### src/rtl/debounce_sync.sv
// Input conditioner: synchronises a raw asynchronous level into the clk domain,
// debounces it with a stability-counter FSM and emits single-cycle edge pulses.
module debounce_sync #(
  parameter int SYNC_STAGES = 2,
  parameter int STABLE_CNT  = 10,
  parameter int CNT_WIDTH   = 4
) (
  input  logic clk,
  input  logic reset_in,
  input  logic d_in,
  output logic q_out,
  output logic rise_out,
  output logic fall_out,
  output logic busy_out
);

  localparam logic [1:0] LOW       = 2'd0;
  localparam logic [1:0] RISE_WAIT = 2'd1;
  localparam logic [1:0] HIGH      = 2'd2;
  localparam logic [1:0] FALL_WAIT = 2'd3;

  localparam logic [CNT_WIDTH-1:0] CNT_LAST = CNT_WIDTH'(STABLE_CNT - 1);

  logic [SYNC_STAGES-1:0] sync;
  logic                   s;
  logic [1:0]             state, state_nxt;
  logic [CNT_WIDTH-1:0]   cnt, cnt_nxt;
  logic                   q_nxt, rise_nxt, fall_nxt;

  // Plain flop chain: any logic between stages would defeat metastability settling.
  always_ff @(posedge clk) begin
    if (reset_in) sync <= '0;
    else          sync <= {sync[SYNC_STAGES-2:0], d_in};
  end

  assign s = sync[SYNC_STAGES-1];

  // NOTE: every output of this block gets a default first so no path leaves a
  // variable unassigned, which would otherwise infer a latch.
  always_comb begin
    state_nxt = state;
    cnt_nxt   = '0;
    q_nxt     = q_out;
    rise_nxt  = 1'b0;
    fall_nxt  = 1'b0;
    case (state)
      LOW: begin
        if (s) begin
          state_nxt = RISE_WAIT;
          cnt_nxt   = CNT_WIDTH'(1);
        end
      end
      RISE_WAIT: begin
        if (!s) begin
          state_nxt = LOW;
        end else if (cnt == CNT_LAST) begin
          state_nxt = HIGH;
          q_nxt     = 1'b1;
          rise_nxt  = 1'b1;
        end else begin
          cnt_nxt = cnt + CNT_WIDTH'(1);
        end
      end
      HIGH: begin
        if (!s) begin
          state_nxt = FALL_WAIT;
          cnt_nxt   = CNT_WIDTH'(1);
        end
      end
      FALL_WAIT: begin
        if (s) begin
          state_nxt = HIGH;
        end else if (cnt == CNT_LAST) begin
          state_nxt = LOW;
          q_nxt     = 1'b0;
          fall_nxt  = 1'b1;
        end else begin
          cnt_nxt = cnt + CNT_WIDTH'(1);
        end
      end
      default: begin
        state_nxt = LOW;
        q_nxt     = 1'b0;
      end
    endcase
  end

  // NOTE: state registers use non-blocking assignments so every flop samples
  // the pre-edge values, independent of statement order.
  always_ff @(posedge clk) begin
    if (reset_in) begin
      state    <= LOW;
      cnt      <= '0;
      q_out    <= 1'b0;
      rise_out <= 1'b0;
      fall_out <= 1'b0;
    end else begin
      state    <= state_nxt;
      cnt      <= cnt_nxt;
      q_out    <= q_nxt;
      rise_out <= rise_nxt;
      fall_out <= fall_nxt;
    end
  end

  assign busy_out = (state == RISE_WAIT) || (state == FALL_WAIT);

endmodule
### config.mk
export PLATFORM = sky130hd
export DESIGN_NAME = debounce_sync
export DESIGN_NICKNAME = d
export VERILOG_FILES = /design/src/rtl/debounce_sync.sv
export SDC_FILE = /design/constraint.sdc
export NUM_CORES = 1
export LEC_CHECK = 0
export BUFFER_PORTS_ARGS = -buffer_cell sky130_fd_sc_hd__buf_2
export CORE_AREA = 10 10 47 49
export CTS_CLUSTER_SIZE = 10
export DETAILED_ROUTE_END_ITERATION = 10
export DIE_AREA = 0 0 57 59
export HOLD_SLACK_MARGIN = 0.03
export PLACE_DENSITY = 0.52
export SLEW_MARGIN = 10
export SYNTH_ARGS = -nofsm -noshare
export SYNTH_HDL_FRONTEND = slang
export SYNTH_SLANG_ARGS = --single-unit
### constraint.sdc
create_clock -name clk -period 1.1 [get_ports clk]
set_input_delay 0.11 -clock clk [delete_from_list [all_inputs] [get_ports clk]]
set_output_delay 0.11 -clock clk [all_outputs]
set_load 0.05 [all_outputs]
Word-level counts from Yosys, hierarchy flattened. Cells that the tools add are included. Widths: inputs -> output; s select.

Register bits after elaboration: 11. Input port bits: 3. Word-level logic and storage cells: 48.

$add $sub $neg: 1. Equal/unequal tests: 12. Multiplexer cells: 19. Bitwise operators: 3. Reduce and logical (&&, ||, !) cells: 7.

Operators with widths (number): $pmux 4 s4 (1); $mux 2 (6); $mux 4 (3); $ne 2x2->1 const B (6); $pmux 2 s4 (1); $mux 1 (7); $ne 3x3->1 const B (2); $reduce_or 3->1 (2); $reduce_and 5->1 (1); $add 4x1->4 const B (1); $eq 2x2->1 const B (2); $eq 4x4->1 const B (1); $reduce_and 4->1 (1); $not 1->1 (3); $eq 2x1->1 const B (1); $logic_not 2->1 (1); $pmux 1 s2 (1); $reduce_bool 2->1 (1); $logic_or 1x1->1 (1).

Longest topological paths before layout. Gate-level depths: netlist (run 1).

Word-level depth: 4. Mapped depth: 5. Depth with buffers taken out: 5.

Worst setup path before layout (run 1). Ideal clock, no wire load.

Path kind: register -> register. Start point: register cnt[1]. End point: register cnt[3]. Setup time: 0.074 ns. Arrival time: 1.103 ns. Data required time: 1.026 ns. Slack: -0.077 ns. Stages on the path, launching flop included: 5. Path buffers: 0. Period minus slack after synthesis: 1.177 ns. Cell sequence: dfxtp_1 -> inv_1 -> ha_1 -> or3b_1 -> a31oi_1.

Longest elaborated chain between the ends: 4. Elaborated cells on any way between the ends: 6. Those cells by class: add/sub: 1; eq/ne: 1; mux: 4.

Ends and longest elaborated chain: from (decl) (RTL line 27) `logic [CNT_WIDTH-1:0] cnt, cnt_nxt;`; from (signal assigned) (RTL line 99) `cnt <= cnt_nxt;`; $add 4x1->4 / $eq 4x4->1 (equally long branches); $mux 4 (*) (RTL line 56, 73); $mux 4 (on tied branches) (RTL line 71, 54); $pmux 4 s4 (*) (RTL line 46) `case (state)`.

Mark *: on every way between the ends. The rest lies on a longest branch, timed or not. A chain may end at the register's enable or synchronous reset.

Final worst setup path (run 1).
Start point: register cnt[1]. End point: register cnt[0].

Longest elaborated chain between the ends: 4. Elaborated cells on any way between the ends: 5. Those cells by class: eq/ne: 1; mux: 4.

Ends and longest elaborated chain (RTL line): $eq 4x4->1 (*) (56, 73); $mux 4 (*) (56, 73); $mux 4 (on tied branches) (71, 54); $pmux 4 s4 (*) (46).

Marks and branches as above.

==> metrics, run 1 <==
die area=3360 sq um; Post-DP HPWL=657 microns; clock input transition at the sequential cells of the worst setup and hold paths=0.07 ns; asr flop ratio synth=0%; CP Data Arrival Time=1.30 ns; critical path class=register to register; Filler Cell Count=144; mux contribution to synthesized area=4.55%; Leak=0.285 nW; post-synthesis net count=47; Tmin final=1.13 ns; Hold WS=0.0363 ns; largest net degree at the start of global routing=9; Pins Over Slew Limit=0; commonest cells in the netlist=dfxtp_1 (11), nand2_1 (3), nor2_1 (3); Post-Place Cell Area=554 sq um; port bufs=6; Sink Count=11; Ys Warns=0; Core Area=1400 sq um; pwr/cell area=1240 nW/um^2; Post-synth EDFFs=0; compound-cell area share of the yosys netlist=6.82%; Placer Congestion=0.668; post-route clock period utilization=103%; most frequent cell after synthesis=dfxtp_1; failing checks=setup timing; Synth top area share=50.0%; CTS max path bufs=2; Crit-path slowest cell=dfxtp_2; fin worst setup slack=-0.0280 ns; post-synthesis sequential area ratio=50.0%; Clock Skew=0.00571 ns; achievable frequency=0.886 GHz; maxcap violations=0; DR WL/cell=12.0 microns; All-Layer GR Usage=5.85%; XOR/XNOR Fraction of Synth Area=1.99%; ys flop type=dfxtp_1; Mapped Area=440 sq um; Setup Viol. Count Final=2; H-Tree Depth=1; final hold vios=0; design area=606 sq um; worst-path maximum fanout=6; vias in the first global route=355; Clock Tree Root=clkbuf_4; vias post-DR=364; Die Ht=59 microns; layout cells sized above 1=41.7%; Top Ports=7; cell row count=14; leading area contributor after synthesis=dfxtp_1; synth unique cells=22; CTS Buf Count=3; Synth Instances=42; Worst Setup End Kind=register; antenna-violating nets left=0; Die X=57 microns; Buf+Inv Stages, Crit Path=1; max_slew headroom=83.0%; # DRC=0; Simple-Gate Fraction of Synth Area=28.4%; post-layout util=43.2%; drt total wl=912 microns; Starting Density=31.4%; main combinational cell family by area after synthesis=simple AND/OR/NAND/NOR gates; worst path required time=1.28 ns; ranking of synthesized cells by area=dfxtp_1 (50%), ha_1 (5.7%), nand4b_4 (5.4%), mux2i_1 (4.5%), nand3b_1 (3.4%); nets=66; CTS tree=done; measured slew at the worst slew-check pin=0.253 ns; Critical Path Source Type=register; worst skew pair latency=0.28 ns; detailed-router iteration count before antenna repair=4; Layout area overhead=37.5%; antenna cells=0; FF+latch count, synth=11; CP top delay family=simple AND/OR/NAND/NOR gates; status=complete, but fails checks; mean post-synth cell area=10.5 sq um; RSZ-0062 raised after global routing=yes; peak per-stage delay on the critical path=0.33 ns; initial antenna violation count=0; GRT overflow=0; critical-path cell list=inv_2 > ha_4 > nand4b_4 > and3b_1 > a21boi_1; Hold WC Path Type=primary input to register; drt first-iter violations=1; maximum VDD drop=0.796 mV; adder and majority cell fraction of the synthesized area=5.68%; TNS Setup=-0.0358 ns; first-pass GRT wire length=1460 microns; vias per cell=4.79
power breakdown:
group | internal (mW) | switching (mW)
combinational | 0.0205 | 0.0311
clock | 0.141 | 0.147
sequential | 0.407 | 0.00614
per-layer routing:
layer,global-route usage [%],routed length (microns),up-vias
met5,0,0,-
met4,6.04,44,0
met3,2.58,34,5
met2,9.15,446,8
met1,5.50,386,168
li1,-,-,183
layout by cell type (no fill, tap or decap), types with 2 or more instances in the layout:
cell type	n
buf_4	9
a31oi_1	2
buf_2	5
dfxtp_1	8
nand2_1	3
clkbuf_4	3
dfxtp_2	3
nand3b_1	2
mux2i_1	2
nor2_1	3
nor2b_1	2
path summary, 6_finish.rpt:
kind         depth (start not counted)                from  slack, ns            endpoint
max                                  5   cnt[1]$_SDFF_PP0_      -0.03   cnt[0]$_SDFF_PP0_
min                                  2                d_in       0.04  sync[0]$_SDFF_PP0_
max reg2reg                          5   cnt[1]$_SDFF_PP0_      -0.03   cnt[0]$_SDFF_PP0_
min reg2reg                          1  sync[0]$_SDFF_PP0_       0.46  sync[1]$_SDFF_PP0_
registers in the layout, summed over array words and instances (netlist names), named ones only:
| register | cells |
|---|---|
| fall_out | 1 |
| state | 1 |
| sync | 2 |
| rise_out | 1 |
| cnt | 4 |
| q_out | 1 |
final cells by class:
cell class                 instances  area [sq um]  area share [%]
sequential                        11           224            37.0
multi-input combinational         28           224            37.0
timing repair buffer              15           104            17.1
clock buffer                       4          26.3            4.34
tap                               16          20.0            3.31
inverter                           2          7.51            1.24
metrics by stage:
step                      worst slack [ns]  power (mW)  cells
after floorplan                     0.0112       0.453     42
after global placement            -0.00171       0.473     70
after detailed placement           -0.0213       0.473     70
after CTS                          -0.0163       0.765     76
after global routing               -0.0629       0.785     76
final                              -0.0280       0.752     76
cells by family after synthesis:
family,after synthesis
muxes,2
AOI/OAI and AO/OA,5
adders and majority gates,2
and+or+nand+nor,18
DFF,11
buffers and inverters,3
xor gates and xnor gates,1
timing repair:
item | CTS | global route
setup endpoints to repair | 3 | 6
pin swaps | 3 | 1
setup buffers | 2 | 0
endpoints found under the hold margin | 0 | 0
hold buffers | 0 | 0
gates resized for setup | 2 | 2
Note: power is estimated with default switching activity, not from simulation.
==> run 2: changes to the inputs <==
- BUFFER_PORTS_ARGS: -buffer_cell sky130_fd_sc_hd__buf_2 -> unset
- DONT_BUFFER_PORTS: unset -> 1
- PLACE_DENSITY: 0.52 -> 0.48
==> metrics, run 2 (synthesis results as in run 1) <==
Core Area=1400 sq um; Critical Path Source Type=register; CTS Buf Count=3; design area=586 sq um; Placer Congestion=0.637; achievable frequency=0.882 GHz; post-layout util=41.8%; largest net degree at the start of global routing=8; Top Ports=7; GRT overflow=0; antenna cells=0; worst skew pair latency=0.26 ns; most frequent cells in the layout=dfxtp_1 (7), buf_4 (7), dfxtp_2 (4); All-Layer GR Usage=6.63%; Filler Cell Count=152; Hold WC Path Type=primary input to register; Pins Over Slew Limit=0; detailed-router iteration count before antenna repair=4; drt total wl=989 microns; vias post-DR=338; failing checks=setup timing; pwr/cell area=1250 nW/um^2; max reg flops=4; H-Tree Depth=1; Sink Count=11; Clock Tree Root=clkbuf_4; CTS max path bufs=2; Starting Density=31.4%; Sequential Area=225 sq um; vias in the first global route=407; status=complete, but fails checks; Worst Setup End Kind=register; biggest regs=cnt: 4 flops, sync: 2 flops; post-route clock period utilization=103%; Non-Filler Instances=71; drt first-iter violations=1; Post-Place Cell Area=517 sq um; clock input transition at the sequential cells of the worst setup and hold paths=0.07 ns; worst path required time=1.25 ns; first-pass GRT wire length=1770 microns; Tmin final=1.13 ns; worst-path maximum fanout=5; maxcap violations=0; final hold vios=0; RSZ-0062 raised after global routing=yes; # DRC=0; Layout area overhead=33.0%; dpl cells=63; cell row count=14; port bufs=0; Die X=57 microns; nets=61; area of the multi-input gates=221 sq um; CP Data Arrival Time=1.29 ns; Clock Skew=0.00108 ns; maximum VDD drop=0.646 mV; layout cells sized above 1=34.5%; die area=3360 sq um; Die Ht=59 microns; max_slew headroom=68.1%; Setup Viol. Count Final=4; measured slew at the worst slew-check pin=0.477 ns; Most flops, register=cnt; CTS tree=done; Leak=0.264 nW; initial antenna violation count=0; antenna-violating nets left=0; critical path class=register to register; fin worst setup slack=-0.0335 ns; vias per cell=4.76; DR WL/cell=13.9 microns
[run 2: cell types whose count changed in the layout (fill, tap and decap cells not counted), sizes merged]
cell	delta
clkbuf	-1
buf	-7
dlygate4sd3	+2
clkinv	+1
[run 2: metrics by stage]
step	power (mW)	worst slack, ns	TNS (ns)	hold slack (ns)
after floorplan	0.453	0.0112	0	0.179
after global placement	0.464	0.00563	0	0.185
after detailed placement	0.465	-0.0633	-0.156	0.186
after CTS	0.751	-0.0383	-0.0846	0.0497
after global routing	0.777	-0.115	-0.502	0.0437
final	0.733	-0.0335	-0.112	0.0590
[run 2: metal layers]
| metal | track usage, % | vias up | share of wire (%) |
|---|---|---|---|
| li1 | - | 173 | - |
| met5 | 0 | - | 0 |
| met2 | 12.9 | 5 | 56 |
| met4 | 3.02 | 0 | 0 |
| met1 | 5.64 | 160 | 38 |
| met3 | 3.00 | 0 | 5.6 |
[run 2: area by class of cell]
cell class              count  share of cell area (%)
clock buffers               3                    3.85
flip-flops and latches     11                    38.5
repair buffers             10                    14.3
clock inverters             1                   0.855
inverters                   2                    1.28
multi-input cells          28                    37.8
well taps                  16                    3.42
[run 2: what timing repair did]
item | 4_1_cts | 5_1_grt
hold endpoints to repair | 6 | 0
hold buffers | 2 | 0
setup buffers | 2 | 0
gates resized for setup | 1 | 2
endpoints found under the setup margin | 4 | 7
pin swaps | 2 | 2
[run 2: power by group]
part	switching (mW)	internal (mW)
clock	0.133	0.134
combinational	0.0291	0.0218
sequential	0.00693	0.407
[run 2: worst paths after layout]
path                           start                    end  slack (ns)  depth (start not counted)
setup reg to reg   cnt[1]$_SDFF_PP0_               register       -0.03                          6
setup / recovery   cnt[1]$_SDFF_PP0_               register       -0.03                          6
hold / removal              reset_in  state[0]$_SDFFE_PP0P_        0.06                          1
hold reg to reg   sync[0]$_SDFF_PP0_     sync[1]$_SDFF_PP0_        0.44                          1
[run 2: worst max-delay path, cell delays in order, from the launching register on]
cell and delay (ns):
dfxtp_2 0.33, inv_2 0.06, ha_4 0.14, nand4b_4 0.13, buf_6 0.15, mux2i_1 0.15, nor2_1 0.05
==> run 3: changes to the inputs <==
- clock period: 1.1 -> 0.9 ns (I/O delays scaled with it)
==> metrics, run 3 (synthesis results as in run 1) <==
Worst Setup End Kind=register; drt first-iter violations=5; TNS Setup=-1.51 ns; FF-to-FF setup slack=-0.23 ns; CP Data Arrival Time=1.31 ns; achievable frequency=0.884 GHz; All-Layer GR Usage=5.80%; worst-path maximum fanout=3; commonest non-fill, non-tap cell in the layout=buf_4; switching share of power=21.3%; Die Ht=59 microns; Hold WS=-0.115 ns; Setup Viol. Count Final=10; Starting Density=31.4%; Hold WC Path Type=primary input to register; Pins Over Slew Limit=0; DR WL/cell=12.6 microns; post-route clock period utilization=126%; Clock Tree Root=clkbuf_4; Post-DP HPWL=735 microns; maximum VDD drop=0.748 mV; Tmin final=1.13 ns; biggest regs=cnt: 4 flops, sync: 2 flops; Pint=0.703 mW; detailed-router iteration count before antenna repair=4; CTS tree=done; Crit-path slowest cell=or3b_1; GRT overflow=0; cell row count=14; failing checks=hold timing, setup timing; max_slew headroom=83.3%; clock power share=35.6%; # DRC=0; CTS Hold Bufs=1; clock input transition at the sequential cells of the worst setup and hold paths=0.06 ns; vias post-DR=375; CTS Buf Count=3; Placer Congestion=0.656; Comb pwr share=7.7%; maxcap violations=0; Die X=57 microns; CTS max path bufs=2; most frequent cells in the layout=buf_4 (8), dfxtp_1 (6), dfxtp_2 (5), buf_6 (4); critical-path cell list=inv_2 > ha_4 > or3b_1 > a31oi_1; antenna cells=0; largest net degree at the start of global routing=9; port bufs=0; critical path class=register to register; Critical Path Source Type=register; worst path required time=1.08 ns; dpl cells=68; Clock Skew=0.000481 ns; pwr/cell area=1370 nW/um^2; Sink Count=11; Core Area=1400 sq um; vias in the first global route=368; peak per-stage delay on the critical path=0.35 ns; H-Tree Depth=1; RSZ-0062 raised after global routing=yes; measured slew at the worst slew-check pin=0.247 ns; final hold vios=5; die area=3360 sq um; sw power=0.190 mW; layout cells sized above 1=45.8%; initial antenna violation count=0; Most flops, register=cnt; Leak=0.294 nW; worst skew pair latency=0.26 ns; Top Ports=7; total power=0.893 mW; antenna-violating nets left=0; Non-Filler Instances=75; Seq pwr share=56.7%; nets=65; fin worst setup slack=-0.232 ns; drt total wl=945 microns; Layout area overhead=48.3%; status=complete, but fails checks; vias per cell=5.00; max reg flops=4; first-pass GRT wire length=1550 microns
## run 3: critical path, delay by kind of cell (launching register included)
kind	cells	cell delay (ns)
buffers and inverters	1	0.04
adders and majority gates	1	0.16
and+or+nand+nor	1	0.35
DFF	1	0.34
AOI/OAI and AO/OA	1	0.16
## run 3: timing repair
action / 4_1_cts / 5_1_grt
pin swaps: 2 / 3
setup endpoints to repair: 11 / 11
resized for setup: 7 / 6
hold endpoints to repair: 7 / 6
buffers inserted: 2 / 0
## run 3: routing by layer
| layer | GRT usage (%) | share of wire (%) | up-vias |
|---|---|---|---|
| met5 | 0 | 0 | - |
| met4 | 3.02 | 0.53 | 0 |
| met3 | 2.79 | 5.1 | 2 |
| met2 | 11.0 | 57 | 8 |
| met1 | 4.90 | 37 | 181 |
| li1 | - | - | 184 |
## run 3: cell type report
| cell class | count | area [sq um] |
|---|---|---|
| clock buffers | 4 | 26.3 |
| fillers | 133 | 748 |
| inverters | 2 | 7.51 |
| multi-input cells | 28 | 243 |
| flip-flops and latches | 11 | 226 |
| well taps | 16 | 20.0 |
| repair buffers | 14 | 130 |
## run 3: path summary, 6_finish.rpt
path,start,depth (start not counted),endpoint
worst max-delay path,cnt[1]$_SDFF_PP0_,4,cnt[3]$_SDFF_PP0_
worst max register to register,cnt[1]$_SDFF_PP0_,4,cnt[3]$_SDFF_PP0_
worst min register to register,sync[0]$_SDFF_PP0_,1,sync[1]$_SDFF_PP0_
worst min-delay path,reset_in,1,q_out$_SDFFE_PP0P_
## run 3: through the flow
step,setup slack (ns),hold WS (ns),utilization [%],cell area [sq um]
2_1_floorplan,-0.173,0.159,-,455
3_3_place_gp,-0.193,0.164,39.6,554
3_5_place_dp,-0.237,0.164,39.6,554
4_1_cts,-0.213,-0.111,44.8,628
5_1_grt,-0.290,-0.123,46.6,653
6_report,-0.232,-0.115,46.6,653
## run 3: power by group through the flow
stage / sequential [mW] / clock [mW] / combinational [mW]
after detailed placement: 0.516 / 0 / 0.0562
after floorplan: 0.532 / 0 / 0.0217
after global placement: 0.515 / 0 / 0.0553
after global routing: 0.508 / 0.355 / 0.0728
after CTS: 0.506 / 0.327 / 0.0666
final: 0.507 / 0.318 / 0.0686
